$ cat src/rtl/width_narrow_if.sv
// rtl/width_narrow_if.sv - rts/rtr framed stream bundle used on both sides of the downsizer
interface width_narrow_if #(
   parameter int W = 8
);
   logic         rts;
   logic         rtr;
   logic         sow;
   logic         eow;
   logic [W-1:0] data;

   modport master (output rts, output sow, output eow, output data, input rtr);
   modport slave  (input rts, input sow, input eow, input data, output rtr);
endinterface

$ cat src/rtl/width_narrow.sv
// rtl/width_narrow.sv - stream downsizer, emits each wide word as LSB-first narrow slices
module width_narrow #(
   parameter int DATAi_W = 8,
   parameter int DATAo_W = 4
) (
   input  logic             clk,
   input  logic             rst,
   width_narrow_if.slave    s_if,
   width_narrow_if.master   m_if,
   output logic             oerr
);

   localparam int RATIO = DATAi_W / DATAo_W;
   localparam int CNT_W = (RATIO > 2) ? $clog2(RATIO) : 1;
   localparam logic [CNT_W-1:0] LAST = CNT_W'(RATIO - 1);

   generate
      if ((DATAi_W % DATAo_W) != 0 || RATIO < 2) begin : g_param_check
         $error("width_narrow: DATAi_W must be a multiple of DATAo_W with ratio >= 2");
      end
   endgenerate

   typedef enum logic {
      EMPTY = 1'b0,
      SHIFT = 1'b1
   } state_t;

   state_t               state_q, state_d;
   logic [CNT_W-1:0]     cnt_q, cnt_d;
   logic [DATAi_W-1:0]   word_q, word_d;
   logic                 sow_q, sow_d;
   logic                 eow_q, eow_d;
   logic                 in_frame_q, in_frame_d;
   logic                 oerr_q, oerr_d;

   logic                 last_slice;
   logic                 rtr;
   logic                 in_xfer;
   logic                 out_xfer;
   logic [DATAi_W-1:0]   shifted;

   // A new word is taken when idle, or in the same cycle the last slice of the held word leaves
   assign last_slice = (cnt_q == LAST);
   assign rtr        = !rst && ((state_q == EMPTY) || ((state_q == SHIFT) && last_slice && m_if.rtr));
   assign in_xfer    = s_if.rts && rtr;
   assign out_xfer   = (state_q == SHIFT) && m_if.rtr;
   assign shifted    = word_q >> (int'(cnt_q) * DATAo_W);

   assign s_if.rtr   = rtr;
   assign m_if.rts   = (state_q == SHIFT);
   assign m_if.data  = (state_q == SHIFT) ? shifted[DATAo_W-1:0] : '0;
   assign m_if.sow   = (state_q == SHIFT) && sow_q && (cnt_q == '0);
   assign m_if.eow   = (state_q == SHIFT) && eow_q && last_slice;
   assign oerr       = oerr_q;

   // Next-state: slice sequencing, word capture and frame tracking
   always_comb begin
      state_d    = state_q;
      cnt_d      = cnt_q;
      word_d     = word_q;
      sow_d      = sow_q;
      eow_d      = eow_q;
      in_frame_d = in_frame_q;
      oerr_d     = oerr_q;

      case (state_q)
         EMPTY: begin
            if (in_xfer) begin
               word_d  = s_if.data;
               sow_d   = s_if.sow;
               eow_d   = s_if.eow;
               cnt_d   = '0;
               state_d = SHIFT;
            end
         end
         SHIFT: begin
            if (out_xfer) begin
               if (last_slice) begin
                  if (in_xfer) begin
                     word_d = s_if.data;
                     sow_d  = s_if.sow;
                     eow_d  = s_if.eow;
                     cnt_d  = '0;
                  end else begin
                     state_d = EMPTY;
                  end
               end else begin
                  cnt_d = cnt_q + CNT_W'(1);
               end
            end
         end
         default: state_d = EMPTY;
      endcase

      // Framing errors are flagged but the word is still forwarded untouched
      if (in_xfer) begin
         if ((s_if.sow && in_frame_q) || (!s_if.sow && !in_frame_q)) begin
            oerr_d = 1'b1;
         end
         if (s_if.sow) begin
            in_frame_d = 1'b1;
         end
         if (s_if.eow) begin
            in_frame_d = 1'b0;
         end
      end
   end

   // State register with synchronous reset; pending slices are dropped on reset
   always_ff @(posedge clk) begin
      if (rst) begin
         state_q    <= EMPTY;
         cnt_q      <= '0;
         word_q     <= '0;
         sow_q      <= 1'b0;
         eow_q      <= 1'b0;
         in_frame_q <= 1'b0;
         oerr_q     <= 1'b0;
      end else begin
         state_q    <= state_d;
         cnt_q      <= cnt_d;
         word_q     <= word_d;
         sow_q      <= sow_d;
         eow_q      <= eow_d;
         in_frame_q <= in_frame_d;
         oerr_q     <= oerr_d;
      end
   end

endmodule

$ cat src/flat_wrapper.sv
// flat-port wrapper written by rule: the top's interface ports become plain ports
module width_narrow_flat 
#(
   parameter int DATAi_W = 8,
   parameter int DATAo_W = 4
)
  (clk, rst, oerr, s_if_rts, s_if_sow, s_if_eow, s_if_data, s_if_rtr, m_if_rts, m_if_sow, m_if_eow, m_if_data, m_if_rtr);
  width_narrow_if #(.W(8)) s_if_i ();
  width_narrow_if #(.W(4)) m_if_i ();
  input  logic clk;
  input  logic rst;
  output logic oerr;
  input wire logic [$bits(s_if_i.rts)-1:0] s_if_rts;
  input wire logic [$bits(s_if_i.sow)-1:0] s_if_sow;
  input wire logic [$bits(s_if_i.eow)-1:0] s_if_eow;
  input wire logic [$bits(s_if_i.data)-1:0] s_if_data;
  output wire logic [$bits(s_if_i.rtr)-1:0] s_if_rtr;
  output wire logic [$bits(m_if_i.rts)-1:0] m_if_rts;
  output wire logic [$bits(m_if_i.sow)-1:0] m_if_sow;
  output wire logic [$bits(m_if_i.eow)-1:0] m_if_eow;
  output wire logic [$bits(m_if_i.data)-1:0] m_if_data;
  input wire logic [$bits(m_if_i.rtr)-1:0] m_if_rtr;
  assign s_if_i.rts = s_if_rts;
  assign s_if_i.sow = s_if_sow;
  assign s_if_i.eow = s_if_eow;
  assign s_if_i.data = s_if_data;
  assign s_if_rtr = s_if_i.rtr;
  assign m_if_rts = m_if_i.rts;
  assign m_if_sow = m_if_i.sow;
  assign m_if_eow = m_if_i.eow;
  assign m_if_data = m_if_i.data;
  assign m_if_i.rtr = m_if_rtr;
  width_narrow #(.DATAi_W(DATAi_W), .DATAo_W(DATAo_W)) u_core (.clk(clk), .rst(rst), .s_if(s_if_i), .m_if(m_if_i), .oerr(oerr));
endmodule
$ cat config.mk
export PLATFORM = sky130hd
export DESIGN_NAME = width_narrow_flat
export DESIGN_NICKNAME = d
export VERILOG_FILES = /design/src/rtl/width_narrow_if.sv /design/src/rtl/width_narrow.sv /design/src/flat_wrapper.sv
export SDC_FILE = /design/constraint.sdc
export NUM_CORES = 1
export LEC_CHECK = 0
export CORE_AREA = 2 2 45 47
export CTS_CLUSTER_DIAMETER = 80
export DETAILED_ROUTE_END_ITERATION = 12
export DIE_AREA = 0 0 47 49
export GPL_TIMING_DRIVEN = 0
export PLACE_DENSITY = 0.71
export SYNTH_ARGS = -nofsm -noshare
export SYNTH_HDL_FRONTEND = slang
export SYNTH_SLANG_ARGS = --single-unit
$ cat constraint.sdc
create_clock -name clk -period 1.1 [get_ports clk]
set_input_delay 0.275 -clock clk [delete_from_list [all_inputs] [get_ports clk]]
set_output_delay 0.275 -clock clk [all_outputs]
set_load 0.005 [all_outputs]
==> results of run 1 <==
[Yosys cell counts]
| master | count | area, sq um |
|---|---|---|
| a21bo_2 | 1 | 10.0 |
| a21oi_2 | 9 | 78.8 |
| buf_2 | 2 | 10.0 |
| nor2_1 | 4 | 15.0 |
| a21oi_1 | 3 | 15.0 |
| a21boi_2 | 1 | 11.3 |
| a221oi_2 | 1 | 15.0 |
| a31oi_1 | 1 | 6.26 |
| o21ai_1 | 9 | 45.0 |
| clkbuf_1 | 1 | 3.75 |
| mux2i_1 | 4 | 40.0 |
| buf_4 | 2 | 15.0 |
| o21ai_2 | 1 | 8.76 |
| xnor2_1 | 1 | 8.76 |
| buf_6 | 1 | 11.3 |
| inv_1 | 2 | 7.51 |
| nand2_1 | 1 | 3.75 |
| nand3_1 | 10 | 50.1 |
| o21ai_0 | 1 | 5.00 |
| nand3b_1 | 1 | 7.51 |
| dfxtp_1 | 14 | 280 |
| and3_1 | 1 | 6.26 |
| nor2b_1 | 5 | 31.3 |
[tightest hold or removal path: stages]
cell	delay, ps
dlygate4sd2_1	270
nand3_4	100
a21oi_2	50
[cell type report]
| class | count | area, sq um |
|---|---|---|
| repair buffers | 31 | 260 |
| inverters | 2 | 7.51 |
| fillers | 153 | 729 |
| multi-input cells | 54 | 434 |
| plain buffers | 6 | 53.8 |
| clock buffers | 4 | 36.3 |
| well taps | 27 | 33.8 |
| flip-flops and latches | 14 | 287 |
[flip-flops by register name, summed over array words and instances, names as in the netlist]
name	flops
u_core.in_frame_q	1
u_core.word_q	8
u_core.oerr	1
u_core.cnt_q	1
u_core.eow_q	1
u_core.sow_q	1
u_core.m_if.rts	1
[kinds of logic after synthesis]
group,count (synthesis)
xor+xnor,1
simple gates,22
buf+inv,8
compound gates,27
mux,4
flops,14
[layer usage]
| layer | wire length, microns | vias to the layer above | global-route usage, % | part of all wire (%) |
|---|---|---|---|---|
| li1 | - | 340 | - | - |
| met1 | 869 | 325 | 23.1 | 45 |
| met2 | 933 | 14 | 28.5 | 49 |
| met3 | 57 | 6 | 2.96 | 3.0 |
| met4 | 52 | 0 | 9.72 | 2.7 |
| met5 | 0 | - | 0 | 0 |
[stage by stage]
step / util, % / worst slack (ps) / TNS [ps] / power (mW) / instance area (sq um)
after floorplan: - / 32.7 / 0 / 0.693 / 687
after global placement: 51.1 / -961 / -8150 / 0.797 / 941
after detailed placement: 51.1 / -980 / -8370 / 0.801 / 941
after CTS: 60.4 / -337 / -3860 / 1.23 / 1110
after global routing: 60.4 / -373 / -4700 / 1.29 / 1110
final: 60.4 / -318 / -4030 / 1.23 / 1110
[where the power goes]
part           internal (mW)  switching [mW]
logic                  0.162           0.142
clock network          0.201           0.170
registers              0.538          0.0182
total                  0.901           0.330
[worst paths after layout]
| check | cells past startpoint | startpoint | slack [ps] | end |
|---|---|---|---|---|
| setup / recovery | 5 | u_core.cnt_q | -320 | s_if_rtr |
| hold reg to reg | 2 | u_core.oerr | 470 | u_core.oerr |
| setup reg to reg | 7 | u_core.cnt_q | -210 | u_core.eow_q |
| hold / removal | 3 | s_if_rts | 460 | u_core.sow_q |
[what timing repair did]
item                                    CTS  global route
pin swaps                                15             4
gates resized for setup                  63             3
gates cloned                              2             0
buffers inserted                          7             0
endpoints found under the setup margin   23            22
==> impl_results.md, run 1 <==
- Outcome: finished, violations left
- Failing checks: negative setup slack
- Clk_skew: 0.427 ps
- DIE AREA: 2300 sq um
- Sum of buffers and inverters on the critical path: 3
- Chip height: 49 microns
- Setup violators final: 21
- Largest family of logic cells by synthesized area: compound AO/OA/AOI/OAI gates
- Crit path time final: between 1000 and 1500 ps
- Post-Syn Nets: 90
- Synth Register Bits: 14
- Worst Path Arrival: about 1100 ps
- Distinct cells, synth: 23
- Gpl congestion: 0.742
- Worst Setup Path Type: reg2out
- Ys Warns: 0
- Final std cells w/o fill: roughly 140
- Dpl cells: 125
- Starting Density: 37.2%
- CP delay by family, top: buffers and inverters
- CTS Buf Count: 3
- Maximum clock frequency: 705 MHz
- Number of max-cap violations: 0
- Via count: 685
- Post-route ant nets: 0
- CTS tree: yes
- 1st-iter DRT viols: 11
- I/O Buffers: 22
- Sinks on Clock Net: 14
- Crit-path max FO: 5
- DP Wirelength: 1.09 mm
- Synth Instances: 76
- Largest net degree at the start of global routing: 11
- Compound-Gate Fraction of Synth Area: between 20% and 30%
- IO Count: 23
- Slew margin rel.: between 70 and 80%
- Final number of hold-violating endpoints: 0
- Routed WL per cell: around 14 microns
- Vias per cell: just under 5
- Placement Rows: 16
- Initial antenna violation count: 0
- Power density cells: between 1000 and 1500 nW/um^2
- Nets@finish: about 130
- Slowest cell on crit path: dfxtp_2
- CP required: 820 ps
- Tightest Pin Transition: 328 ps
- Synth Cell Area: 686 sq um
- Mean post-synth cell area: 9.02 sq um
- H-tree levels: 1
- Unrepaired setup endpoints after global routing: yes
- Root buffer cell: clkbuf_4
- Clock-pin slew on the worst setup and hold paths: 90 ps
- Commonest non-fill, non-tap cells in the layout: dfxtp_1 (11), clkdlybuf4s50_1 (10), nand3_2 (9), o21ai_1 (9), a21oi_2 (9)
- DR DRC count: 0
- Max clock buf depth: 2
- WL final: ~1.9 mm
- # diodes: 0
- GR Overflow Total: 0
- Synth Area in Adders: 0%
- Commonest non-fill, non-tap cell in the layout: dfxtp_1
- CP Cell Sequence: buf_6 > a21boi_4 > buf_6 > nor2_2 > buf_2
- Crit share post-route: 129%
- CP endpoint kind: primary output
- Synth-to-Final Area Change: 62.2%
- Global-route wire length before repair: between 3 and 4 mm
- Final worst-path setup slack: -318 ps
- Pre-antenna DRT Iters: 2
- Hold_buf cts: 0
- Final Hold Slack: between 400 and 500 ps
- Mux contribution to synthesized area: 5.84%
- Critical path startpoint category: flip-flop
- Worst min path class: in2reg
- VDD IR-drop max: 580 uV
- Max incr delay on CP: 330 ps
- P_leak: roughly 0.43 nW
- Die W: 47 microns
- Clock Latency Late Sink: around 270 ps
- Layout cell share with drive strength beyond 1: 50.5%
- GRT Overall Usage: about 18%
- Final slew viol count: 0
- Vias in the first global route: around 670
- Post-synthesis simple-gate area fraction: 16.6%
- Core area: 1840 sq um
- Synth Area in XOR/XNOR: 1.28%
- Seq/Total Area, Yosys: 40.9%
- Most used cell, CP: buf_6
(Power assumes the default switching activity.)
==> inputs of run 2 (changes only) <==
Settings changed: CORE_AREA 2 2 45 47 to 2 2 40 42, DIE_AREA 0 0 47 49 to 0 0 42 44, DONT_BUFFER_PORTS set to 1, PLACE_DENSITY 0.71 to 0.66, SETUP_SLACK_MARGIN set to 0.4.
==> run 2 against run 1 <==
The run still ends with negative setup slack left. First-iteration DRC count rose by 45%. Count of clock-buffer cells in the layout did not move. Hold slack lost 430 ps. Sequential power increased by 3%. Core utilization rose by 13 points. Total power increased by 1.6%. Final area down 6.3%. Global-route usage fell by 0.40 points. Routed wire length up 3.6%. Register-to-register slack gained 50 ps.
==> impl_results.md, run 2 (synthesis gave the netlist of run 1 again) <==
- VDD IR-drop max: 793 uV
- Final worst-path setup slack: -251 ps
- Dpl ws: -46.1 ps
- Global-route wire length before repair: 2.46 mm
- Largest net degree at the start of global routing: 11
- Hold_buf cts: 0
- Nets@finish: 103
- Synth-to-Final Area Change: 52.0%
- Slew margin rel.: a little under three fifths
- Final std cells w/o fill: about 100
- WL final: between 1.5 and 2 mm
- Final slew viol count: 0
- CP Launch Point: u_core.cnt_q
- H-tree levels: 1
- Worst reg2reg setup slack: -160 ps
- GR Overflow Total: 0
- IO Count: 23
- CTS tree: yes
- DR DRC count: 0
- Maximum clock frequency: around 740 MHz
- CTS Buf Count: 3
- Power density cells: between 1000 and 1500 nW/um^2
- 1st-iter DRT viols: 16
- Max clock buf depth: 2
- Placement Rows: 14
- Layout cell share with drive strength beyond 1: 59.1%
- DIE AREA: 1850 sq um
- Post-Layout Inst Area: 1040 sq um
- Chip height: around 44 microns
- Commonest non-fill, non-tap cells in the layout: a21oi_2 (11), dfxtp_1 (11), o21ai_4 (7)
- Crit share post-route: 123%
- Max incr delay on CP: ~350 ps
- Worst r2r path cells: 5
- # diodes: 0
- Fill cells: 98
- Outcome: finished, violations left
- Initial antenna violation count: 0
- GRT Overall Usage: 17.9%
- Dpl cells: 92
- Critical path startpoint category: flip-flop
- Crit-path max FO: 5
- Post-route ant nets: 0
- Via count: approximately 630
- CP required: 820 ps
- CP endpoint kind: primary output
- Worst Setup Path Type: reg2out
- P_leak: 0.344 nW
- I/O Buffers: 0
- Routed WL per cell: 19.0 microns
- Vias in the first global route: around 550
- Vias per cell: 6.02
- Slowest cell on crit path: dfxtp_2
- Root buffer cell: clkbuf_4
- Pre-antenna DRT Iters: 4
- Critical R2R Capture: u_core.word_q[0]
- Clock-pin slew on the worst setup and hold paths: 100 ps
- Reg area: 287 sq um
- Final Hold Slack: around 32 ps
- Tightest Pin Transition: 656 ps
- Setup violators final: 20
- CP delay by family, top: flip-flops
- RR Startpoint: u_core.m_if.rts
- Hold_sp: rst
- Failing checks: negative setup slack
- Crit path time final: approximately 1400 ps
- Worst min path class: in2reg
- DP Wirelength: 1.02 mm
- Largest register FFs: 8
- Final number of hold-violating endpoints: 0
- Die W: 42 microns
- Clock Latency Late Sink: 280 ps
- Power Total: 1.25 mW
- Final core utilization: 73.5%
- CP Cell Sequence: buf_6 > mux2i_1 > nor2b_1
- Post-DP Area: 728 sq um
- Core area: 1420 sq um
- Clk_skew: 3.83 ps
- Sinks on Clock Net: 14
- Starting Density: slightly below 50%
- Largest reg by FF count: u_core.word_q
- Worst Path Arrival: 1080 ps
- Footprint of the multi-input gates: slightly above 500 sq um
- Worst hold endpoint: u_core.word_q[1]
- Sum of buffers and inverters on the critical path: 1
- Hold Crit Depth: 1
- Number of max-cap violations: 0
- Unrepaired setup endpoints after global routing: yes
- Gpl congestion: 0.746
- Setup Total Neg Slack: -3050 ps
## run 2: final cells by class
class | count | share of cell area, %
buffer | 6 | 5.52
inverter | 2 | 0.720
sequential | 14 | 27.5
multi-input combinational | 54 | 49.8
tap | 16 | 1.92
timing repair buffer | 8 | 11.0
clock buffer | 4 | 3.48
## run 2: timing repair
item	in CTS	in global routing
setup buffers	5	0
pin swaps	1	10
gates cloned	1	2
endpoints found under the setup margin	23	23
gates resized for setup	18	21
## run 2: worst register-to-register path: stages (launching register included)
cell and delay, ps:
dfxtp_4 390, buf_4 150, a21bo_4 240, clkbuf_16 170, nand3_1 90, a21oi_2 160
## run 2: power by group
group | internal, mW | total, mW | leakage (nW) | switching, mW
Clock | 0.201 | 0.390 | 0.0210 | 0.188
Combinational | 0.149 | 0.289 | 0.206 | 0.140
Sequential | 0.539 | 0.573 | 0.116 | 0.0342
Total | 0.889 | 1.25 | 0.344 | 0.362
## run 2: routing by layer
metal | track usage [%] | vias to the layer above | part of all wire, %
li1 | - | 296 | -
met1 | 20.4 | 301 | 43
met2 | 30.9 | 27 | 51
met3 | 4.17 | 2 | 5.2
met4 | 9.68 | 0 | 0.45
met5 | 0 | - | 0
## run 2: how the worst max path moves through the flow
| stage | to | slack, ps | cells after the start |
|---|---|---|---|
| global placement | s_if_rtr | -40 | 3 |
| CTS | s_if_rtr | -220 | 4 |
| floorplan | s_if_rtr | 50 | 4 |
| detailed placement | s_if_rtr | -50 | 3 |
| finish | m_if_data[3] | -250 | 3 |
| global route | m_if_data[3] | -270 | 3 |
